<file path="config.mk">
export PLATFORM = sky130hd
export DESIGN_NAME = v3_filter_mc
export DESIGN_NICKNAME = d
export VERILOG_FILES = /design/src/rtl/v3_filter_mc_pkg.sv /design/src/rtl/v3_channel.sv /design/src/rtl/v3_filter_mc.sv
export SDC_FILE = /design/constraint.sdc
export NUM_CORES = 2
export LEC_CHECK = 0
export CAP_MARGIN = 20
export CORE_MARGIN = 1.5
export CORE_UTILIZATION = 45
export DETAILED_ROUTE_END_ITERATION = 8
export GPL_TIMING_DRIVEN = 0
export PLACE_DENSITY = 0.71
export SETUP_SLACK_MARGIN = 0.02
export SLEW_MARGIN = 10
export SYNTH_ARGS = -nofsm -noshare
export SYNTH_HDL_FRONTEND = slang
export SYNTH_SLANG_ARGS = --single-unit
</file>
<file path="constraint.sdc">
create_clock -name clk -period 86.8 [get_ports clk]
set_input_delay 17.36 -clock clk [delete_from_list [all_inputs] [get_ports clk]]
set_output_delay 17.36 -clock clk [all_outputs]
set_load 0.01 [all_outputs]
</file>
<file path="src/rtl/v3_filter_mc_pkg.sv">
// v3_filter_mc_pkg: default filter constants and the output saturation helper
package v3_filter_mc_pkg;
    localparam int SIZE_ADC_DATA = 12;
    localparam int K_DEF = 8;
    localparam int L_DEF = 8;
    localparam int M1_DEF = 16;
    localparam int M2_DEF = 1;
    localparam int SHIFT_DEF = 8;
    localparam int PIPE_D = 5;
    // Clamp x into the signed range of a w-bit value.
    function automatic logic signed [63:0] sat_val(input logic signed [63:0] x, input int w);
        logic signed [63:0] hi;
        logic signed [63:0] lo;
        hi = (64'sd1 <<< (w - 1)) - 64'sd1;
        lo = -hi - 64'sd1;
        return (x > hi) ? hi : ((x < lo) ? lo : x);
    endfunction
endpackage

</file>
<file path="src/rtl/v3_channel.sv">
// v3_channel: one channel of the trapezoid filter with delayed, saturated output
module v3_channel
    import v3_filter_mc_pkg::*;
#(
    parameter int DATA_W = SIZE_ADC_DATA,
    parameter int OUT_W = DATA_W,
    parameter int ACC_W = 4 * DATA_W,
    parameter int K = K_DEF,
    parameter int L = L_DEF,
    parameter int M1 = M1_DEF,
    parameter int M2 = M2_DEF,
    parameter int SHIFT = SHIFT_DEF
) (
    input  logic                    clk,
    input  logic                    i_reset,
    input  logic                    i_clear,
    input  logic                    i_valid,
    input  logic [DATA_W-1:0]       i_data,
    output logic signed [OUT_W-1:0] o_data,
    output logic                    o_ovf
);
    localparam logic signed [ACC_W-1:0] C_K = ACC_W'(K);
    localparam logic signed [ACC_W-1:0] C_M1 = ACC_W'(M1);
    localparam logic signed [ACC_W-1:0] C_M2 = ACC_W'(M2);
    logic signed [ACC_W-1:0] r_v [K];
    logic signed [ACC_W-1:0] r_d1 [L];
    // r_sh[0] doubles as s(n-1); r_sh[PIPE_D-1] is the sample being emitted
    logic signed [ACC_W-1:0] r_sh [PIPE_D];
    logic signed [ACC_W-1:0] r_p;
    logic signed [ACC_W-1:0] r_q;
    logic signed [OUT_W-1:0] r_out;
    logic                    r_ovf;
    logic signed [ACC_W-1:0] w_v;
    logic signed [ACC_W-1:0] w_d1;
    logic signed [ACC_W-1:0] w_p;
    logic signed [ACC_W-1:0] w_q;
    logic signed [ACC_W-1:0] w_s;
    logic signed [ACC_W-1:0] w_shift;
    logic signed [63:0]      w_ext;
    logic signed [63:0]      w_sat;
    logic                    w_clip;

    always_comb begin
        w_v = ACC_W'(i_data);
        w_d1 = w_v - r_v[0];
        w_p = r_p + (w_v - r_v[K-1]) - C_K * r_d1[L-1];
        w_q = r_q + C_M2 * w_p;
        w_s = r_sh[0] + w_q + C_M1 * w_p;
        w_shift = r_sh[PIPE_D-1] >>> SHIFT;
        w_ext = 64'(w_shift);
        w_sat = sat_val(w_ext, OUT_W);
        w_clip = w_sat != w_ext;
    end

    always_ff @(posedge clk) begin
        if (i_reset || i_clear) begin
            for (int i = 0; i < K; i++) r_v[i] <= '0;
            for (int i = 0; i < L; i++) r_d1[i] <= '0;
            for (int i = 0; i < PIPE_D; i++) r_sh[i] <= '0;
            r_p <= '0;
            r_q <= '0;
            r_out <= '0;
            r_ovf <= 1'b0;
        end else if (i_valid) begin
            r_v[0] <= w_v;
            for (int i = 1; i < K; i++) r_v[i] <= r_v[i-1];
            r_d1[0] <= w_d1;
            for (int i = 1; i < L; i++) r_d1[i] <= r_d1[i-1];
            r_sh[0] <= w_s;
            for (int i = 1; i < PIPE_D; i++) r_sh[i] <= r_sh[i-1];
            r_p <= w_p;
            r_q <= w_q;
            r_out <= w_sat[OUT_W-1:0];
            r_ovf <= r_ovf | w_clip;
        end
    end

    assign o_data = r_out;
    assign o_ovf = r_ovf;
endmodule

</file>
<file path="src/rtl/v3_filter_mc.sv">
// v3_filter_mc: N_CH parallel trapezoid filters sharing one valid strobe
module v3_filter_mc
    import v3_filter_mc_pkg::*;
#(
    parameter int N_CH = 4,
    parameter int DATA_W = SIZE_ADC_DATA,
    parameter int OUT_W = DATA_W,
    parameter int ACC_W = 4 * DATA_W,
    parameter int K = K_DEF,
    parameter int L = L_DEF,
    parameter int M1 = M1_DEF,
    parameter int M2 = M2_DEF,
    parameter int SHIFT = SHIFT_DEF
) (
    input  logic                   clk,
    input  logic                   reset,
    input  logic                   clear,
    input  logic                   in_valid,
    input  logic [N_CH*DATA_W-1:0] in_data,
    output logic                   out_valid,
    output logic [N_CH*OUT_W-1:0]  out_data,
    output logic [N_CH-1:0]        ovf
);
    logic r_out_valid;

    if (K < 1 || L < 1 || SHIFT >= ACC_W || OUT_W > ACC_W || ACC_W > 64) begin : g_bad_param
        $fatal(1, "v3_filter_mc: illegal parameter combination");
    end

    always_ff @(posedge clk) begin
        r_out_valid <= !(reset || clear) && in_valid;
    end

    assign out_valid = r_out_valid;

    for (genvar c = 0; c < N_CH; c++) begin : g_ch
        v3_channel #(
            .DATA_W(DATA_W),
            .OUT_W(OUT_W),
            .ACC_W(ACC_W),
            .K(K),
            .L(L),
            .M1(M1),
            .M2(M2),
            .SHIFT(SHIFT)
        ) u_ch (
            .clk(clk),
            .i_reset(reset),
            .i_clear(clear),
            .i_valid(in_valid),
            .i_data(in_data[c*DATA_W +: DATA_W]),
            .o_data(out_data[c*OUT_W +: OUT_W]),
            .o_ovf(ovf[c])
        );
    end
endmodule

</file>
==> results.cfg <==
[die]
start_util = 0.454
die_y_microns = 540
die_w_microns = 540
dieArea_sq_um = 292000
pin_count = 105
core_sq_um = 286000
rows = 196

[logic_synthesis]
yosysMostFrequentCell = edfxtp_1
async_flop_share = 0
synth_edf_count = 1952
syn_area_sq_um = 130000
synthAdderAreaFrac = 0.132
muxShareOfSynthArea = 0.0130
synth_top_family_by_area = simple AND/OR/NAND/NOR gates
ys.flop_type = edfxtp_1
yosysTopAreaCellShare = 0.452
synth_nets = 12952
yosys-top-cells-area = edfxtp_1, ha_1, dfxtp_1
yosysWarnings = 0
syn_inst = 11697
yosysUniqueCellTypes = 95
syn_avg_cell_area_sq_um = 11.1
synth-compound-area-share = 0.104
synth_xor_area_frac = 0.0373
synth_seq_area_share = 0.519
yosysTopAreaCell = edfxtp_1
yosys.area_share.simple = 0.143
synth_commonest_cells = edfxtp_1, and3_1, inv_1
synth_seq_cells = 2389

[clock_network]
cts-buffers-inserted = 266
cts_tree = built
htreeDepth = 5
clock_path_buffers = 4
cts.sinks = 2389
clock_latency_ns = 0.87
post_cts_resized = 0
cts_hold_buf = 0
cts_setup_buffers = 0
cts-root-buf = clkbuf_16
path_clk_slew_ns = 0.07

[worst_setup_path]
worstPathRequired_ns = 87.42
reg2reg_depth = 41
critical_path.slowest_cell = a2111oi_0
r2r_setup_slack_ns = 76.65
cp-start-kind = input pin
endpoint = g_ch[2].u_ch.r_sh[0][47]
cp-end-kind = flip-flop
startpoint = in_data[24]
cp_data_arrival_time_ns = 28.06
r2r_start = g_ch[3].u_ch.r_v[1][144]
critPathMaxFanout = 7
max_stage_delay_ns = 0.92
critical_path_class = input pin to flip-flop
r2r-end = g_ch[3].u_ch.r_sh[0][47]

[status]
status = completed

[drt]
drtAntennaViolNets = 0
via_per_inst = 5.50
first_pass_iters = 8
drt_iter0_markers = 7464
num_vias = 88546
post-route-drc-count = 0
wl_microns = 349000
wl_per_cell_microns = 21.7

[global_route]
grt_usage = 0.235
antenna_found_initial = 26
grt_pass1_wl_microns = 517000
grt_max_degree = 68
grt_pass1_vias = 84827
grt-ovfl-total = 0

[cells_and_area]
drive_above_1_share = 0.0463
multi_input_area_sq_um = 55700
final_nets = 13388
syn2layout_area_growth_pct = 12.4
fillers = 24854
regArea_sq_um = 67400

[timing]
tightest_slew_ns = 1.27
setup_viol = 0
rsz0062_at_grt = no
fin_crit_ns = 27.44
final.setup_skew_ns = 0.0655
hold_viol_final = 0
fmax_mhz = 36.4
tns_ns = 0
relSlewSlack = 0.151
drv_slew = 0
post-route-period-util = 0.316

[placed_design]
port_buffers = 104
hpwl_microns = 269000
gp_congestion = 0.954

[worst_hold_path]
holdCritPathClass = flip-flop to flip-flop

[flow_run]
timing.max_cap.violations = 0
==> cell type report <==
cell class              count  area share
plain buffers             550      0.0147
diodes                     11    0.000189
inverters                1223      0.0315
clock inverters           138      0.0102
multi-input cells        7535       0.382
flip-flops and latches   2389       0.462
clock buffers             335      0.0500
repair buffers            168      0.0169
well taps                3762      0.0323
==> worst min-delay path by stage <==
| stage | from | end | slack (ns) | depth (start not counted) |
|---|---|---|---|---|
| 2_1_floorplan | g_ch[3].u_ch.r_q[12] | g_ch[3].u_ch.r_q[12] | 0.43 | 2 |
| 3_3_place_gp | g_ch[2].u_ch.o_data[11] | g_ch[2].u_ch.o_data[11] | 0.43 | 2 |
| 3_5_place_dp | g_ch[2].u_ch.o_data[11] | g_ch[2].u_ch.o_data[11] | 0.43 | 2 |
| 4_1_cts | g_ch[2].u_ch.o_data[11] | g_ch[2].u_ch.o_data[11] | 0.44 | 2 |
| 5_1_grt | g_ch[2].u_ch.o_data[11] | g_ch[2].u_ch.o_data[11] | 0.45 | 2 |
| 6_report | g_ch[2].u_ch.o_data[11] | g_ch[2].u_ch.o_data[11] | 0.43 | 2 |
==> worst max-delay path, delay by kind of cell <==
family	cells	cell delay, ns
adders and majority gates	7	2.71
AOI/OAI and AO/OA	17	4.63
buffers and inverters	5	1.38
xor gates and xnor gates	4	0.90
and+or+nand+nor	5	1.03
==> state kept, by name (all words and copies together) (netlist names) <==
name,cells
out_valid,1
g_ch.u_ch.o_ovf,4
g_ch.u_ch.r_v,384
g_ch.u_ch.r_q,192
g_ch.u_ch.r_sh,832
g_ch.u_ch.r_p,192
g_ch.u_ch.r_d1,736
g_ch.u_ch.o_data,48
==> metal layers <==
metal,GRT usage,up-vias,wire [microns],share of wire
met5,0,-,276,0.00079
met4,0.0942,4,15200,0.043
met3,0.0335,619,23400,0.067
met2,0.395,2732,166000,0.48
met1,0.304,42624,144000,0.41
li1,-,42567,-,-
==> metrics by stage <==
stage                     hold WS (ns)   util  area, sq um  std cells  setup slack (ns)
after global routing             0.452  0.510       146000      16103             58.97
final                            0.432  0.510       146000      16111             59.36
after global placement           0.427  0.474       136000      15563            -10.60
after detailed placement         0.428  0.479       137000      15625             58.75
after CTS                        0.436  0.510       146000      16098             59.65
after floorplan                  0.429      -       130000      11697             10.48
==> cell families (layout without fill, tap and decap cells) <==
family,Yosys count,in the layout
mux,168,168
xor+xnor,551,551
compound gates,2077,2077
simple gates,3536,3536
other cells,0,11
flops,2389,2389
buf+inv,1773,2414
fa+ha+maj,1203,1203
==> placed cells by master, fill, tap and decap left out, types with 105 or more instances in the layout <==
master / instances
nand4_1: 105
ha_1: 931
dfxtp_1: 437
nor3_1: 109
a21oi_1: 545
and3_1: 1280
clkbuf_16: 274
nor2_1: 889
nand3_1: 123
o21ai_0: 425
edfxtp_1: 1952
clkbuf_1: 509
and2_1: 312
xor2_1: 196
a211oi_1: 117
nand2_1: 428
fa_1: 272
mux2i_1: 168
inv_1: 1222
a21o_1: 321
xnor2_1: 353
Power is not shown: default switching activity piles up to over one toggle a cycle in this logic, so the estimate is an artifact.
